===== src/rtl/addsub_pkg.sv =====
// Shared definitions for the multi-cycle adder/subtractor: op codes, FSM states
// and the chunk-count helper.
package addsub_pkg;

  localparam logic [1:0] OP_ADD = 2'd0;
  localparam logic [1:0] OP_SUB = 2'd1;
  localparam logic [1:0] OP_ADC = 2'd2;
  localparam logic [1:0] OP_SBC = 2'd3;

  typedef enum logic [1:0] {
    IDLE = 2'd0,
    CALC = 2'd1,
    DONE = 2'd2
  } state_t;

  function automatic int chunk_count(int width, int chunk);
    return width / chunk;
  endfunction

endpackage


===== src/rtl/addsub_chunk_addr.sv =====
// Combinational W-bit adder slice with carry in/out; one slice is reused every
// cycle by addsub_seq.
module chunk_addr #(
  parameter int W = 8
) (
  input  logic [W-1:0] i_a,
  input  logic [W-1:0] i_b,
  input  logic         i_cin,
  output logic [W-1:0] o_sum,
  output logic         o_cout
);

  logic [W:0] w_full;

  assign w_full = {1'b0, i_a} + {1'b0, i_b} + {{W{1'b0}}, i_cin};
  assign o_sum  = w_full[W-1:0];
  assign o_cout = w_full[W];

endmodule


===== src/rtl/addsub_seq.sv =====
// Multi-cycle add/sub with carry: processes CHUNK bits per clock through a single
// chunk_addr slice, valid/ready handshake on both sides.
//
// state | meaning
// IDLE  | waiting for a request, inReady = 1
// CALC  | one chunk per edge, sum holds partial result
// DONE  | result and flags held until outReady
module addsub_seq
  import addsub_pkg::*;
#(
  parameter int WIDTH = 32,
  parameter int CHUNK = 8
) (
  input  logic             clk,
  input  logic             rstN,
  input  logic             inValid,
  output logic             inReady,
  input  logic [1:0]       op,
  input  logic             cIn,
  input  logic [WIDTH-1:0] A,
  input  logic [WIDTH-1:0] B,
  output logic             outValid,
  input  logic             outReady,
  output logic [WIDTH-1:0] sum,
  output logic             outC,
  output logic             ovFL,
  output logic             zero,
  output logic             neg
);

  localparam int NCH = chunk_count(WIDTH, CHUNK);
  localparam int CW  = (NCH > 1) ? $clog2(NCH) : 1;
  localparam logic [CW-1:0] LAST = CW'(NCH - 1);

  generate
    if (WIDTH % CHUNK != 0) begin : g_bad_width
      $error("addsub_seq: WIDTH must be a multiple of CHUNK");
    end
  endgenerate

  state_t r_state;
  state_t w_state_nxt;

  logic [CW-1:0]    r_cnt;
  logic [WIDTH-1:0] r_a;
  logic [WIDTH-1:0] r_bx;
  logic [WIDTH-1:0] r_sum;
  logic             r_carry;
  logic             r_c;
  logic             r_ov;
  logic             r_zero;
  logic             r_neg;

  logic             w_accept;
  logic             w_last;
  logic             w_sub;
  logic             w_c0;
  logic             w_ov;
  logic             w_cout;
  int               w_off;
  logic [CHUNK-1:0] w_a_chunk;
  logic [CHUNK-1:0] w_b_chunk;
  logic [CHUNK-1:0] w_s_chunk;
  logic [WIDTH-1:0] w_sum_nxt;

  always_ff @(posedge clk or negedge rstN) begin
    if (!rstN) r_state <= IDLE;
    else       r_state <= w_state_nxt;
  end

  always_comb begin
    w_state_nxt = r_state;
    case (r_state)
      IDLE:    if (inValid) w_state_nxt = CALC;
      CALC:    if (w_last) w_state_nxt = DONE;
      DONE:    if (outReady) w_state_nxt = IDLE;
      default: w_state_nxt = IDLE;
    endcase
  end

  always_comb begin
    inReady  = (r_state == IDLE);
    outValid = (r_state == DONE);
  end

  assign w_accept = inValid && inReady;
  assign w_last   = (r_cnt == LAST);
  assign w_sub    = (op == OP_SUB) || (op == OP_SBC);

  always_comb begin
    case (op)
      OP_ADD:  w_c0 = 1'b0;
      OP_SUB:  w_c0 = 1'b1;
      default: w_c0 = cIn;
    endcase
  end

  assign w_off     = int'(r_cnt) * CHUNK;
  assign w_a_chunk = r_a[w_off +: CHUNK];
  assign w_b_chunk = r_bx[w_off +: CHUNK];

  chunk_addr #(.W(CHUNK)) u_chunk (
    .i_a    (w_a_chunk),
    .i_b    (w_b_chunk),
    .i_cin  (r_carry),
    .o_sum  (w_s_chunk),
    .o_cout (w_cout)
  );

  always_comb begin
    w_sum_nxt = r_sum;
    w_sum_nxt[w_off +: CHUNK] = w_s_chunk;
  end

  // Flags are taken from the merged result so they are valid on the last-chunk edge.
  assign w_ov = (r_a[WIDTH-1] == r_bx[WIDTH-1]) && (w_sum_nxt[WIDTH-1] != r_a[WIDTH-1]);

  always_ff @(posedge clk or negedge rstN) begin
    if (!rstN) begin
      r_cnt   <= '0;
      r_a     <= '0;
      r_bx    <= '0;
      r_sum   <= '0;
      r_carry <= 1'b0;
      r_c     <= 1'b0;
      r_ov    <= 1'b0;
      r_zero  <= 1'b0;
      r_neg   <= 1'b0;
    end else if (w_accept) begin
      r_cnt   <= '0;
      r_a     <= A;
      r_bx    <= w_sub ? ~B : B;
      r_carry <= w_c0;
      r_sum   <= '0;
      r_c     <= 1'b0;
      r_ov    <= 1'b0;
      r_zero  <= 1'b0;
      r_neg   <= 1'b0;
    end else if (r_state == CALC) begin
      r_sum   <= w_sum_nxt;
      r_carry <= w_cout;
      if (w_last) begin
        r_cnt  <= '0;
        r_c    <= w_cout;
        r_ov   <= w_ov;
        r_zero <= (w_sum_nxt == '0);
        r_neg  <= w_sum_nxt[WIDTH-1];
      end else begin
        r_cnt <= r_cnt + CW'(1);
      end
    end
  end

  assign sum  = r_sum;
  assign outC = r_c;
  assign ovFL = r_ov;
  assign zero = r_zero;
  assign neg  = r_neg;

endmodule


===== config.mk =====
export PLATFORM = sky130hd
export DESIGN_NAME = addsub_seq
export DESIGN_NICKNAME = d
export VERILOG_FILES = /design/src/rtl/addsub_pkg.sv /design/src/rtl/addsub_chunk_addr.sv /design/src/rtl/addsub_seq.sv
export SDC_FILE = /design/constraint.sdc
export NUM_CORES = 1
export LEC_CHECK = 0
export BUFFER_PORTS_ARGS = -buffer_cell sky130_fd_sc_hd__buf_2
export CAP_MARGIN = 20
export CORE_MARGIN = 3
export CORE_UTILIZATION = 55
export DETAILED_ROUTE_END_ITERATION = 7
export PLACE_DENSITY_LB_ADDON = 0.3
export REMOVE_ABC_BUFFERS = 1
export SLEW_MARGIN = 15
export SYNTH_ARGS = -nofsm -noshare
export SYNTH_HDL_FRONTEND = slang
export SYNTH_SLANG_ARGS = --single-unit

===== constraint.sdc =====
create_clock -name clk -period 3.8 [get_ports clk]
set_input_delay 0 -clock clk [delete_from_list [all_inputs] [get_ports clk]]
set_output_delay 0 -clock clk [all_outputs]
set_load 0.03 [all_outputs]

==> run_results.csv <==
group,metric,value,unit
synthesis,synthDominantAreaCellType,"dfrtp_1",
final_layout,final_net_count,773,
critical_path,slowest_stage,"mux4_2",
min_path,timing.hold.worst_path_depth,3,
die,floorplan.die.width,104,µm
grt,antenna_found_initial,0,
critical_path,worst_path_largest_cell_delay,530,ps
cts,cts_num_sinks,105,
power_and_ir_drop,finalPower,6530,µW
min_path,worst_hold_path.endpoint,"r_carry$_DFFE_PN0P_",
timing,setup_failing_eps_final,0,
synthesis,synth_top_area_share,49.9,%
synthesis,yosys_most_used_dff,"dfrtp_1",
power_and_ir_drop,power_density,955,nW/µm²
critical_path,arrival,3490,ps
timing,slew-limit-headroom,37.5,%
timing,hold_violations,0,
synthesis,synth_warnings,0,
synthesis,synth_area,5270,µm²
cts,clock_tree.htree_level_count,3,
final_layout,area_growth_syn_to_layout,29.8,%
timing,hold-worst-slack,21.1,ps
timing,rsz0062_at_grt,"false",
timing,setup-tns-final,0,ps
critical_path,critical_path.n_buffers_inverters,1,
place,gp_congestion,0.868,
synthesis,synth_common_cells,"144 x nand2_1, 105 x dfrtp_1, 43 x o21ai_0, 34 x xnor2_1, 24 x a22o_1",
detailed_routing,detail_route.first_pass.iterations,4,
power_and_ir_drop,static-leakage-power,0.00334,µW
critical_path,crit_type,"reg -> reg",
timing,tightest_slew,937,ps
critical_path,setup.worst_path.start_class,"flop",
die,chipHeight,104,µm
grt,grtUsageTotal,25.2,%
grt,grt_max_degree,72,
synthesis,ys_seq_area_share,49.9,%
place,dpl.hpwl,8.77,mm
synthesis,synth.distinct_cells,52,
power_and_ir_drop,ir_worst_vdd,0.000560,V
die,initial_utilization,56.8,%
status,status,"finished, final reports clean",
critical_path,setup.reg_to_reg.worst_slack,550,ps
synthesis,syn_avg_cell_area,10.2,µm²
cts,cts_tree,"built",
synthesis,synth_most_common_cell,"nand2_1",
grt,vias_in_the_first_global_route,4533,
final_layout,multi_input_gate_area_in_the_final_layout,2490,µm²
critical_path,timing.critical_path.required,4040,ps
cts,root_buffer,"clkbuf_8",
cts,path_clk_slew,90,ps
synthesis,post_synth_main_area_contributors,"dfrtp_1 50%, nand2_1 10%, mux4_2 6.8%, xnor2_1 5.7%, o21ai_0 4.1%",
synthesis,postSynth.asyncResetShare,100,%
cts,clockBufferDepth,2,
critical_path,r2r_end,"zero$_DFFE_PN0P_",
timing,fin_skew,19.1,ps
critical_path,cp_cell_sequence,"buf_4, mux4_2, ha_1, xnor2_2, a211oi_1, a32oi_1, or3b_1, o211a_1, a32o_1",
critical_path,critPathMaxFanout,12,
detailed_routing,routed_wirelength,13.1,mm
die,total_i_o_pin_count,109,
cts,clk-insertion-delay-late,360,ps
synthesis,synthesis.instances,517,
cts,cts.repair_timing.setup_buffer_count,0,
min_path,worstHoldStart,"op[1]",
critical_path,critPathTopFamily,"compound AO/OA/AOI/OAI gates",
final_layout,seq_area,2630,µm²
place,port_buffers,108,
detailed_routing,detail-route-antenna-nets,0,
job,cap_violations,0,
cts,cts_made_buffers,9,
critical_path,critical_path.endpoint_type,"flop",
final_layout,design_area,6840,µm²
timing,final.period_utilization,85.6,%
grt,grt.overflow.total,0,
detailed_routing,vias_per_cell,5.37,
critical_path,worstRegToRegCells,9,
detailed_routing,total_number_of_vias,4406,
detailed_routing,post-route-drc-count,0,
grt,grt_first_pass_wirelength,22.1,mm
synthesis,postSynthRegisterBits,105,
min_path,min-delay-path-class,"in -> reg",
final_layout,antenna_cells,0,
final_layout,drive_gt1_share,23.0,%
die,cell_rows,35,
timing,final_max_slew_viol_count,0,
die,fp.dieArea,10800,µm²
final_layout,nFillCells,643,
place,dpl-instance-area,5950,µm²
die,core_area,9280,µm²
timing,finalCriticalPeriod,3250,ps
detailed_routing,detail_route.wl_per_cell,16.0,µm
synthesis,synth_edf_count,0,
final_layout,layout.core_utilization,73.7,%
critical_path,r2r_start,"r_cnt[0]$_DFFE_PN0P_",
detailed_routing,detailedRoute.firstIterationViolations,181,
timing,max_fclk,0.307,GHz
## power by group
group	internal, µW	switching [µW]
Sequential	1580	305
Combinational	1540	2360
Clock	389	364
Total	3510	3030
## routing by layer
layer  wire length [µm]  share of wire (%)  up-vias  track usage (%)
li1                   -                  -     2136                -
met1               5520                 42     2127             32.3
met2               6780                 52      121             43.7
met3                565                4.3       22             4.16
met4                257                2.0        0             8.36
met5                  0                  0        -                0
## metrics by stage
stage          instances  setup slack (ps)
2_1_floorplan        488               152
4_1_cts              820               532
3_5_place_dp         738               568
5_1_grt              820               376
3_3_place_gp         738               645
6_report             820               547
## layout by cell type, fill, tap and decap left out, types with 4 or more instances in the layout
cell type	Yosys	layout
nor4_1	8	8
nor3_1	4	4
buf_4	0	14
nand2b_1	4	4
dlygate4sd3_1	0	67
ha_1	13	13
xnor2_1	34	34
nand2_1	144	143
nor2_1	16	16
mux4_2	16	16
o21ai_0	43	43
clkbuf_8	0	10
a22o_1	24	24
dfrtp_1	105	105
inv_1	9	9
a21oi_1	14	14
buf_2	5	107
o21ai_1	5	5
## kinds of logic after synthesis
logic type | count (synthesis) | share of synthesized area, %
AO/OA/AOI/OAI | 105 | 13.1
XOR/XNOR | 37 | 6.29
adder cells (fa/ha/maj) | 15 | 3.85
buffers and inverters | 38 | 2.97
flip-flops | 105 | 49.9
multiplexers | 19 | 7.43
AND/OR/NAND/NOR | 198 | 16.5
## worst max-delay path by stage
| stage | from | to | depth (start not counted) |
|---|---|---|---|
| floorplan | r_cnt[0]$_DFFE_PN0P_ | zero$_DFFE_PN0P_ | 10 |
| finish | r_cnt[0]$_DFFE_PN0P_ | zero$_DFFE_PN0P_ | 9 |
| CTS | r_cnt[0]$_DFFE_PN0P_ | zero$_DFFE_PN0P_ | 9 |
| global placement | r_cnt[0]$_DFFE_PN0P_ | zero$_DFFE_PN0P_ | 9 |
| global route | r_cnt[0]$_DFFE_PN0P_ | zero$_DFFE_PN0P_ | 9 |
| detailed placement | r_cnt[0]$_DFFE_PN0P_ | zero$_DFFE_PN0P_ | 9 |
## cell type report
type                            count  area share (%)
Clock buffer                       11            2.07
Clock inverter                      4            1.13
Inverter                            9           0.494
Multi-Input combinational cell    374            36.4
Sequential cell                   105            38.4
Tap cell                          129            2.36
Timing Repair Buffer              188            19.2
## worst register-to-register path, delay by kind of cell (launching register included)
family,cells,cell delay (ps)
adders and majority gates,1,380
AOI/OAI and AO/OA,4,690
buffers and inverters,1,290
DFF,1,440
and+or+nand+nor,1,380
xor gates and xnor gates,1,410
muxes,1,540
## sequential cells by signal, indices dropped and copies added, names as in the netlist
| register | cells |
|---|---|
| r_a | 32 |
| r_bx | 32 |
| sum | 32 |
| r_cnt | 2 |
| r_state | 2 |
| neg | 1 |
| outC | 1 |
| ovFL | 1 |
| r_carry | 1 |
| zero | 1 |
## what timing repair did
action / 4_1_cts / 5_1_grt
resized for setup: 0 / 0
endpoints found under the hold margin: 136 / 0
hold buffers: 67 / 0
Note: power is estimated with default switching activity, not from simulation.
